`src/rtl/instr_load_sched.sv`:
```
// instr_load_sched: owns the instruction BRAM write port, sequences program
// load from a host byte stream, releases the core, and bounds-checks every
// fetch shift / jump against the loaded program length.
// Optional feature macro: LOAD_CSUM_EN (modulo-256 byte checksum on load).
module instr_load_sched #(
  parameter int ADDR_WIDTH = 8,
  parameter int DATA_WIDTH = 8,
  parameter int DEPTH      = 256
) (
  input  logic                  clk,
  input  logic                  rst,
  input  logic                  load_start,
  input  logic [ADDR_WIDTH:0]   load_len,
  input  logic [7:0]            load_csum,
  input  logic                  load_vld,
  input  logic [DATA_WIDTH-1:0] load_data,
  output logic                  load_rdy,
  output logic                  load_done,
  output logic                  mem_we,
  output logic [ADDR_WIDTH-1:0] mem_waddr,
  output logic [DATA_WIDTH-1:0] mem_wdata,
  output logic                  core_hlt,
  output logic                  core_start,
  input  logic                  fetch_req,
  input  logic [7:0]            fetch_shift_minusone,
  input  logic                  fetch_jump_en,
  input  logic [ADDR_WIDTH-1:0] fetch_jump_addr,
  input  logic [ADDR_WIDTH-1:0] fetch_ptr,
  output logic                  mem_shift_vld,
  output logic [7:0]            mem_shift_minusone,
  output logic                  mem_jump_en,
  output logic [ADDR_WIDTH-1:0] mem_jump_addr,
  output logic                  fault,
  output logic [1:0]            fault_code,
  output logic [ADDR_WIDTH:0]   prog_len
);

  localparam int LW = ADDR_WIDTH + 1;
  // End-of-window width: wide enough that base + shift + 1 never wraps.
  localparam int EW = ((ADDR_WIDTH > 8) ? ADDR_WIDTH : 8) + 2;
  localparam logic [LW-1:0] DEPTH_L = LW'(DEPTH);

  localparam logic [1:0] FC_OVERRUN = 2'd1;
  localparam logic [1:0] FC_JUMP    = 2'd2;
  localparam logic [1:0] FC_LOAD    = 2'd3;

  typedef enum logic [1:0] {S_IDLE, S_LOAD, S_RUN, S_FAULT} state_t;

  state_t          state_q, state_d;
  logic [LW-1:0]   len_q, len_d;
  logic [LW-1:0]   wcnt_q, wcnt_d;
  logic [LW-1:0]   plen_q, plen_d;
  logic            fault_q, fault_d;
  logic [1:0]      code_q, code_d;
  logic            start_q, start_d;

  logic            len_nz, len_bad, reload, last_byte, csum_ok;
  logic            jump_bad, over_bad;
  logic [ADDR_WIDTH-1:0] base;
  logic [EW-1:0]   fetch_end;

`ifdef LOAD_CSUM_EN
  logic [7:0]      csum_q, csum_d;
  logic [7:0]      sum_q, sum_d;
  logic [7:0]      sum_next;

  // Running sum including the byte being accepted this cycle.
  assign sum_next = sum_q + 8'(load_data);
  assign csum_ok  = (sum_next == csum_q);
`else
  logic [7:0]      unused_csum;

  assign unused_csum = load_csum;
  assign csum_ok     = 1'b1;
`endif

  // Length qualification shared by IDLE, RUN (reload) and FAULT.
  assign len_nz  = (load_len != '0);
  assign len_bad = (load_len > DEPTH_L);

  // A non-empty load_start in RUN preempts the core this very cycle.
  assign reload  = (state_q == S_RUN) && load_start && len_nz;

  // Fetch window bounds check, purely combinational.
  assign base      = fetch_jump_en ? fetch_jump_addr : fetch_ptr;
  assign fetch_end = EW'(base) + EW'(fetch_shift_minusone) + EW'(1);
  assign jump_bad  = fetch_jump_en && (LW'(fetch_jump_addr) >= plen_q);
  assign over_bad  = fetch_end > EW'(plen_q);

  assign last_byte = (state_q == S_LOAD) && load_vld && (wcnt_q == len_q - LW'(1));

  // Next-state and register updates for the load/run/fault sequencer.
  always_comb begin
    state_d = state_q;
    len_d   = len_q;
    wcnt_d  = wcnt_q;
    plen_d  = plen_q;
    fault_d = fault_q;
    code_d  = code_q;
    start_d = 1'b0;
`ifdef LOAD_CSUM_EN
    csum_d  = csum_q;
    sum_d   = sum_q;
`endif
    if ((state_q != S_LOAD) && load_start && len_nz) begin
      // Program (re)load request: wins over any concurrent fetch fault.
      if (len_bad) begin
        state_d = S_FAULT;
        fault_d = 1'b1;
        code_d  = FC_LOAD;
      end else begin
        state_d = S_LOAD;
        len_d   = load_len;
        wcnt_d  = '0;
        fault_d = 1'b0;
        code_d  = 2'd0;
`ifdef LOAD_CSUM_EN
        csum_d  = load_csum;
        sum_d   = '0;
`endif
      end
    end else begin
      case (state_q)
        S_LOAD: begin
          if (load_vld) begin
            wcnt_d = wcnt_q + LW'(1);
`ifdef LOAD_CSUM_EN
            sum_d  = sum_next;
`endif
            if (last_byte) begin
              plen_d = len_q;
              if (csum_ok) begin
                state_d = S_RUN;
                start_d = 1'b1;
              end else begin
                state_d = S_FAULT;
                fault_d = 1'b1;
                code_d  = FC_LOAD;
              end
            end
          end
        end
        S_RUN: begin
          if (fetch_req && jump_bad) begin
            state_d = S_FAULT;
            fault_d = 1'b1;
            code_d  = FC_JUMP;
          end else if (fetch_req && over_bad) begin
            state_d = S_FAULT;
            fault_d = 1'b1;
            code_d  = FC_OVERRUN;
          end
        end
        default: ;
      endcase
    end
  end

  // State register with synchronous reset; BRAM contents are untouched.
  always_ff @(posedge clk) begin
    if (rst) begin
      state_q <= S_IDLE;
      len_q   <= '0;
      wcnt_q  <= '0;
      plen_q  <= '0;
      fault_q <= 1'b0;
      code_q  <= 2'd0;
      start_q <= 1'b0;
`ifdef LOAD_CSUM_EN
      csum_q  <= '0;
      sum_q   <= '0;
`endif
    end else begin
      state_q <= state_d;
      len_q   <= len_d;
      wcnt_q  <= wcnt_d;
      plen_q  <= plen_d;
      fault_q <= fault_d;
      code_q  <= code_d;
      start_q <= start_d;
`ifdef LOAD_CSUM_EN
      csum_q  <= csum_d;
      sum_q   <= sum_d;
`endif
    end
  end

  // Host write path: bytes land in BRAM in the cycle they are accepted.
  assign load_rdy  = (state_q == S_LOAD);
  assign mem_we    = load_rdy && load_vld;
  assign mem_waddr = wcnt_q[ADDR_WIDTH-1:0];
  assign mem_wdata = load_data;

  // Core control and gated fetch path.
  assign core_hlt           = (state_q != S_RUN) || reload;
  assign mem_shift_vld      = (state_q == S_RUN) && !reload && fetch_req && !jump_bad && !over_bad;
  assign mem_shift_minusone = fetch_shift_minusone;
  assign mem_jump_en        = fetch_jump_en;
  assign mem_jump_addr      = fetch_jump_addr;

  assign load_done  = start_q;
  assign core_start = start_q;
  assign fault      = fault_q;
  assign fault_code = code_q;
  assign prog_len   = plen_q;

endmodule
```
`config.mk`:
```
export PLATFORM = sky130hd
export DESIGN_NAME = instr_load_sched
export DESIGN_NICKNAME = d
export VERILOG_FILES = /design/src/rtl/instr_load_sched.sv
export SDC_FILE = /design/constraint.sdc
export NUM_CORES = 1
export LEC_CHECK = 0
export BUFFER_PORTS_ARGS = -buffer_cell sky130_fd_sc_hd__buf_2
export CORE_MARGIN = 10
export CORE_UTILIZATION = 31
export DETAILED_ROUTE_END_ITERATION = 10
export GPL_ROUTABILITY_DRIVEN = 0
export PLACE_DENSITY_LB_ADDON = 0.3
export SYNTH_ARGS = -nofsm -noshare
export SYNTH_HDL_FRONTEND = slang
export SYNTH_SLANG_ARGS = --single-unit
```
`constraint.sdc`:
```
create_clock -name clk -period 8.4 [get_ports clk]
set_input_delay 0.84 -clock clk [delete_from_list [all_inputs] [get_ports clk]]
set_output_delay 0.84 -clock clk [all_outputs]
set_load 0.005 [all_outputs]
```
==> results.txt <==
The flow ran to the end, and the final reports show no timing, DRC or antenna violations. The number of failing hold endpoints at the final stage is 0. In this run the critical register-to-register path is captured at state_q[0]. The maximum level of the CTS H-tree came out at 2. The per-cell routed wire length is 14.3 um.

The count of placed standard cells including taps is 483. Net switching is 34.8% of the power. The share of cells above drive strength 1 is 26.7%. The biggest cell delay along the critical path came out at 0.39 ns. The number of instances in the synthesized netlist came out at 338. The hold-critical path depth is 2. The count of inserted antenna diode cells came out at 0. The count of input and output buffers came out at 81. The largest net degree at the start of global routing came out at 27. The critical path goes through buf_2, mux2i_1, ha_1, inv_1, fa_1, a21o_1, a21oi_1, o21bai_1, a21oi_1, nor2b_1, o21ai_0, nand2b_1, ha_1, a21oi_1, nand2_1, nor4_1, o32ai_1, nor3_1, buf_2. The final setup TNS is 0 ns. The number of DRC markers after the initial detailed-route iteration is 76.

For this block, the routed nets add up to 7000 um of wire. The final layout net count came out at 468. The row count came out at 34. The path with the worst hold slack has its endpoint at fault_code[0]. The area of the die is 0.0131 mm2.

The number of nets in the synthesized netlist is 424. The number of placed I/O pins is 106. Dividing total power by cell area gives a power density of 157 mW/mm2.

The type of element launching the critical path is an input port. The master cell of the clock root buffer is clkbuf_8. The max-slew headroom at the worst pin came out at 47.8%.

The area growth from synthesis to layout is 11.4%. The final critical delay including setup and external delays is 5.42 ns. After legalization and detailed placement, the total HPWL measured 5770 um. The area share of xor/xnor cells in the synthesized design is 6.64%. The number of buffers inserted to repair setup after CTS is 0. The maximum clock skew at final layout is 0.00449 ns. For this design, the CTS-stage hold fixing added 0 buffers.

TritonCTS built the clock tree. The number of distinct library cell variants in the gate-level netlist after synthesis came out at 55. The basic-gate share of the synthesized area counting and, or, nand and nor cells is 19.6%.

The startpoint identified for the worst hold timing path is fault_code[0]. The period utilization came out at 64.5%. No sink is reached through more buffers than the 2 on the longest clock path. The number of max-cap violations came out at 0. The cell type with the highest occurrence count on the critical path is a21oi_1. Global routing used 10.4% of the available tracks. In the synthesized netlist the dominant register cell turns out to be dfxtp_1. The logic depth of the worst register-to-register path is 8. The critical-path cell with the highest stage delay is fa_1. The synthesized design contains 33 register bits. The data required time of the worst path is 7.56 ns. Yosys printed 0 warnings. The core region is 0.00872 mm2. The number of global-route vias before repair was 2334.

The cell area after synthesis came out at 0.00277 mm2. The portion of total power attributed to combinational logic is 37.5%. The worst register-to-register path begins at len_q[0]. The effective utilization at floorplan came out at 31.8%.

The count of final setup violators is 0. The insertion delay of the later-clocked pin in the worst-skew pair is 0.29 ns. The largest family of logic cells by synthesized area is simple AND/OR/NAND/NOR gates.

The highest achievable clock rate came out at 185 MHz. The share of total power in sequential cells came out at 37.6%. The worst-path maximum fanout is 10. After detailed routing, the number of remaining DRC violations is 0. The dominant delay contributor by cell family on the critical path is compound AO/OA/AOI/OAI gates. The clock network accounts for 24.9% of the total power. Setup repair after global routing left no endpoint under its margin. The peak supply drop came out at 84.9 uV. The number of clock sinks seen by CTS is 33.

The combined buffer and inverter count along the critical path is 3. The floorplan die width came out at 115 um. The number of gates resized after CTS was 0. Leaving out filler cells and counting taps, the final layout contains 490. The global route total overflow is 0. The mux contribution to synthesized area came out at 7.18%.

After synthesis, flip-flops and latches occupy 23.8% of the total area. The via total after detailed routing is 2381. Summing the areas of all compound-gate instances in the mapped netlist gives 14.0% of the synthesized area.

The net load switching power is 0.169 mW. Measured along the y axis, the die boundary spans 115 um. The internal power of the cells is 0.317 mW. The power consumption is 0.485 mW. The mean instance size in the synthesized netlist is 8.20 um2. The type of the tightest min-delay check is reg -> reg. The first global-routing pass estimated 11300 um of wire. The total leakage power came out at 1.45 nW. The pre-antenna-repair detailed-routing pass consisted of 4 iterations.

The residual antenna-violating net count after detailed routing came out at 0. The data arrival time of the worst path came out at 4.58 ns. Dividing the detail-routed via count by the number of cells gives 4.86. The final core utilization came out at 35.4%. The clock transition at the register clock pins on the worst setup and hold paths after CTS is 0.06 ns.

The post-synthesis adder-cell area fraction came out at 14.3%. In this run, synthesis inferred 0 flip-flops with an integrated enable. At the pin with the least slew margin, the transition time is 0.779 ns.

The initial antenna violation count came out at 0. The total CTS buffers came out at 5. The number of slew-limit violations in the final report is 0.

Setup slack on the worst reg-to-reg path comes out at 5.76 ns. The critical path in this run is classified as in -> out. The kind of end point of the critical path is an output pin. For this run, asynchronously set or reset flops after synthesis account for 0%.
[final cells by class]
type | instances | area [um2]
timing repair buffer | 81 | 405
fill | 917 | 5630
clock buffer | 7 | 86.3
multi-input combinational | 237 | 1710
sequential | 33 | 661
tap | 108 | 135
inverter | 24 | 90.1
[flip-flops by register name (all words and copies together) (netlist names)]
name        cells
core_start      1
fault           1
fault_code      2
len_q           9
prog_len        9
state_q         2
wcnt_q          9
[power groups by stage]
stage | sequential [mW] | clock [mW] | combinational [mW]
after detailed placement | 0.186 | 0 | 0.182
after global placement | 0.186 | 0 | 0.179
final | 0.182 | 0.121 | 0.182
after CTS | 0.182 | 0.124 | 0.184
after global routing | 0.184 | 0.133 | 0.208
after floorplan | 0.182 | 0 | 0.143
[worst max path at each step]
| stage | start | end | slack (ns) | depth (start not counted) |
|---|---|---|---|---|
| global placement | fetch_jump_en | mem_shift_vld | 3.01 | 19 |
| detailed placement | fetch_jump_en | mem_shift_vld | 2.97 | 19 |
| finish | fetch_jump_en | mem_shift_vld | 2.98 | 19 |
| global route | fetch_jump_en | mem_shift_vld | 2.53 | 19 |
| CTS | fetch_jump_en | mem_shift_vld | 2.97 | 19 |
| floorplan | fetch_jump_en | mem_shift_vld | 3.52 | 18 |
[cells in the mapped netlist, drive strengths merged, types with 4 or more instances]
| cell | instances | area [um2] |
|---|---|---|
| dfxtp | 33 | 661 |
| clkbuf | 4 | 15.0 |
| a21oi | 24 | 120 |
| xnor2 | 12 | 105 |
| nand2b | 8 | 50.1 |
| nor3 | 7 | 50.1 |
| buf | 40 | 295 |
| ha | 30 | 375 |
| mux2i | 12 | 120 |
| nand3 | 10 | 50.1 |
| nor2 | 27 | 101 |
| xor2 | 9 | 78.8 |
| inv | 23 | 86.3 |
| mux2 | 7 | 78.8 |
| nand2 | 28 | 105 |
| a21o | 4 | 30.0 |
| o21ai | 10 | 50.0 |
[cell families after synthesis]
logic type	count (synthesis)
buffers and inverters	68
adders and majority gates	31
and+or+nand+nor	106
AOI/OAI and AO/OA	60
muxes	19
DFF	33
xor gates and xnor gates	21
[worst register-to-register path, stage by stage, from the launching register on]
cell     delay [ns]
dfxtp_1        0.39
inv_1          0.09
ha_1           0.26
nand2_1        0.08
or4_1          0.47
a21oi_1        0.20
or3b_1         0.61
o31a_1         0.33
o21a_1         0.10
[routing by layer]
metal | vias up | wire, um | global-route usage [%]
met5 | - | 0 | 0
met4 | 0 | 66 | 2.51
met3 | 6 | 582 | 3.72
met2 | 69 | 3080 | 16.5
met1 | 1078 | 3260 | 12.9
li1 | 1228 | - | -
[stage by stage]
step | instance area (um2) | worst slack [ns] | hold slack, ns
after global placement | 3000 | 3.01 | 0.480
after detailed placement | 3000 | 2.97 | 0.483
after floorplan | 2770 | 3.52 | 0.469
after CTS | 3090 | 2.97 | 0.499
final | 3090 | 2.98 | 0.495
after global routing | 3090 | 2.53 | 0.525
[cells in the final DEF (no fill, tap or decap), types with 2 or more instances in the layout]
cell | netlist | final
buf_2 | 2 | 81
dfxtp_1 | 33 | 33
ha_1 | 30 | 30
nand2_1 | 28 | 28
nor2_1 | 27 | 27
a21oi_1 | 24 | 24
inv_1 | 23 | 23
mux2i_1 | 12 | 12
xnor2_1 | 12 | 12
nand3_1 | 10 | 10
xor2_1 | 9 | 9
o21ai_0 | 9 | 9
nand2b_1 | 8 | 8
mux2_2 | 7 | 7
clkbuf_8 | 0 | 6
a21o_1 | 4 | 4
nor3_1 | 4 | 4
or4_1 | 3 | 3
or3_1 | 3 | 3
nor2b_1 | 3 | 3
nand4_1 | 3 | 3
o21a_1 | 3 | 3
nor3_2 | 3 | 3
o21bai_1 | 2 | 2
and2_1 | 2 | 2
and3_1 | 2 | 2
a41oi_1 | 2 | 2
nor4_1 | 2 | 2
nor4b_1 | 2 | 2
or3b_1 | 2 | 2
(Power assumes the default switching activity.)
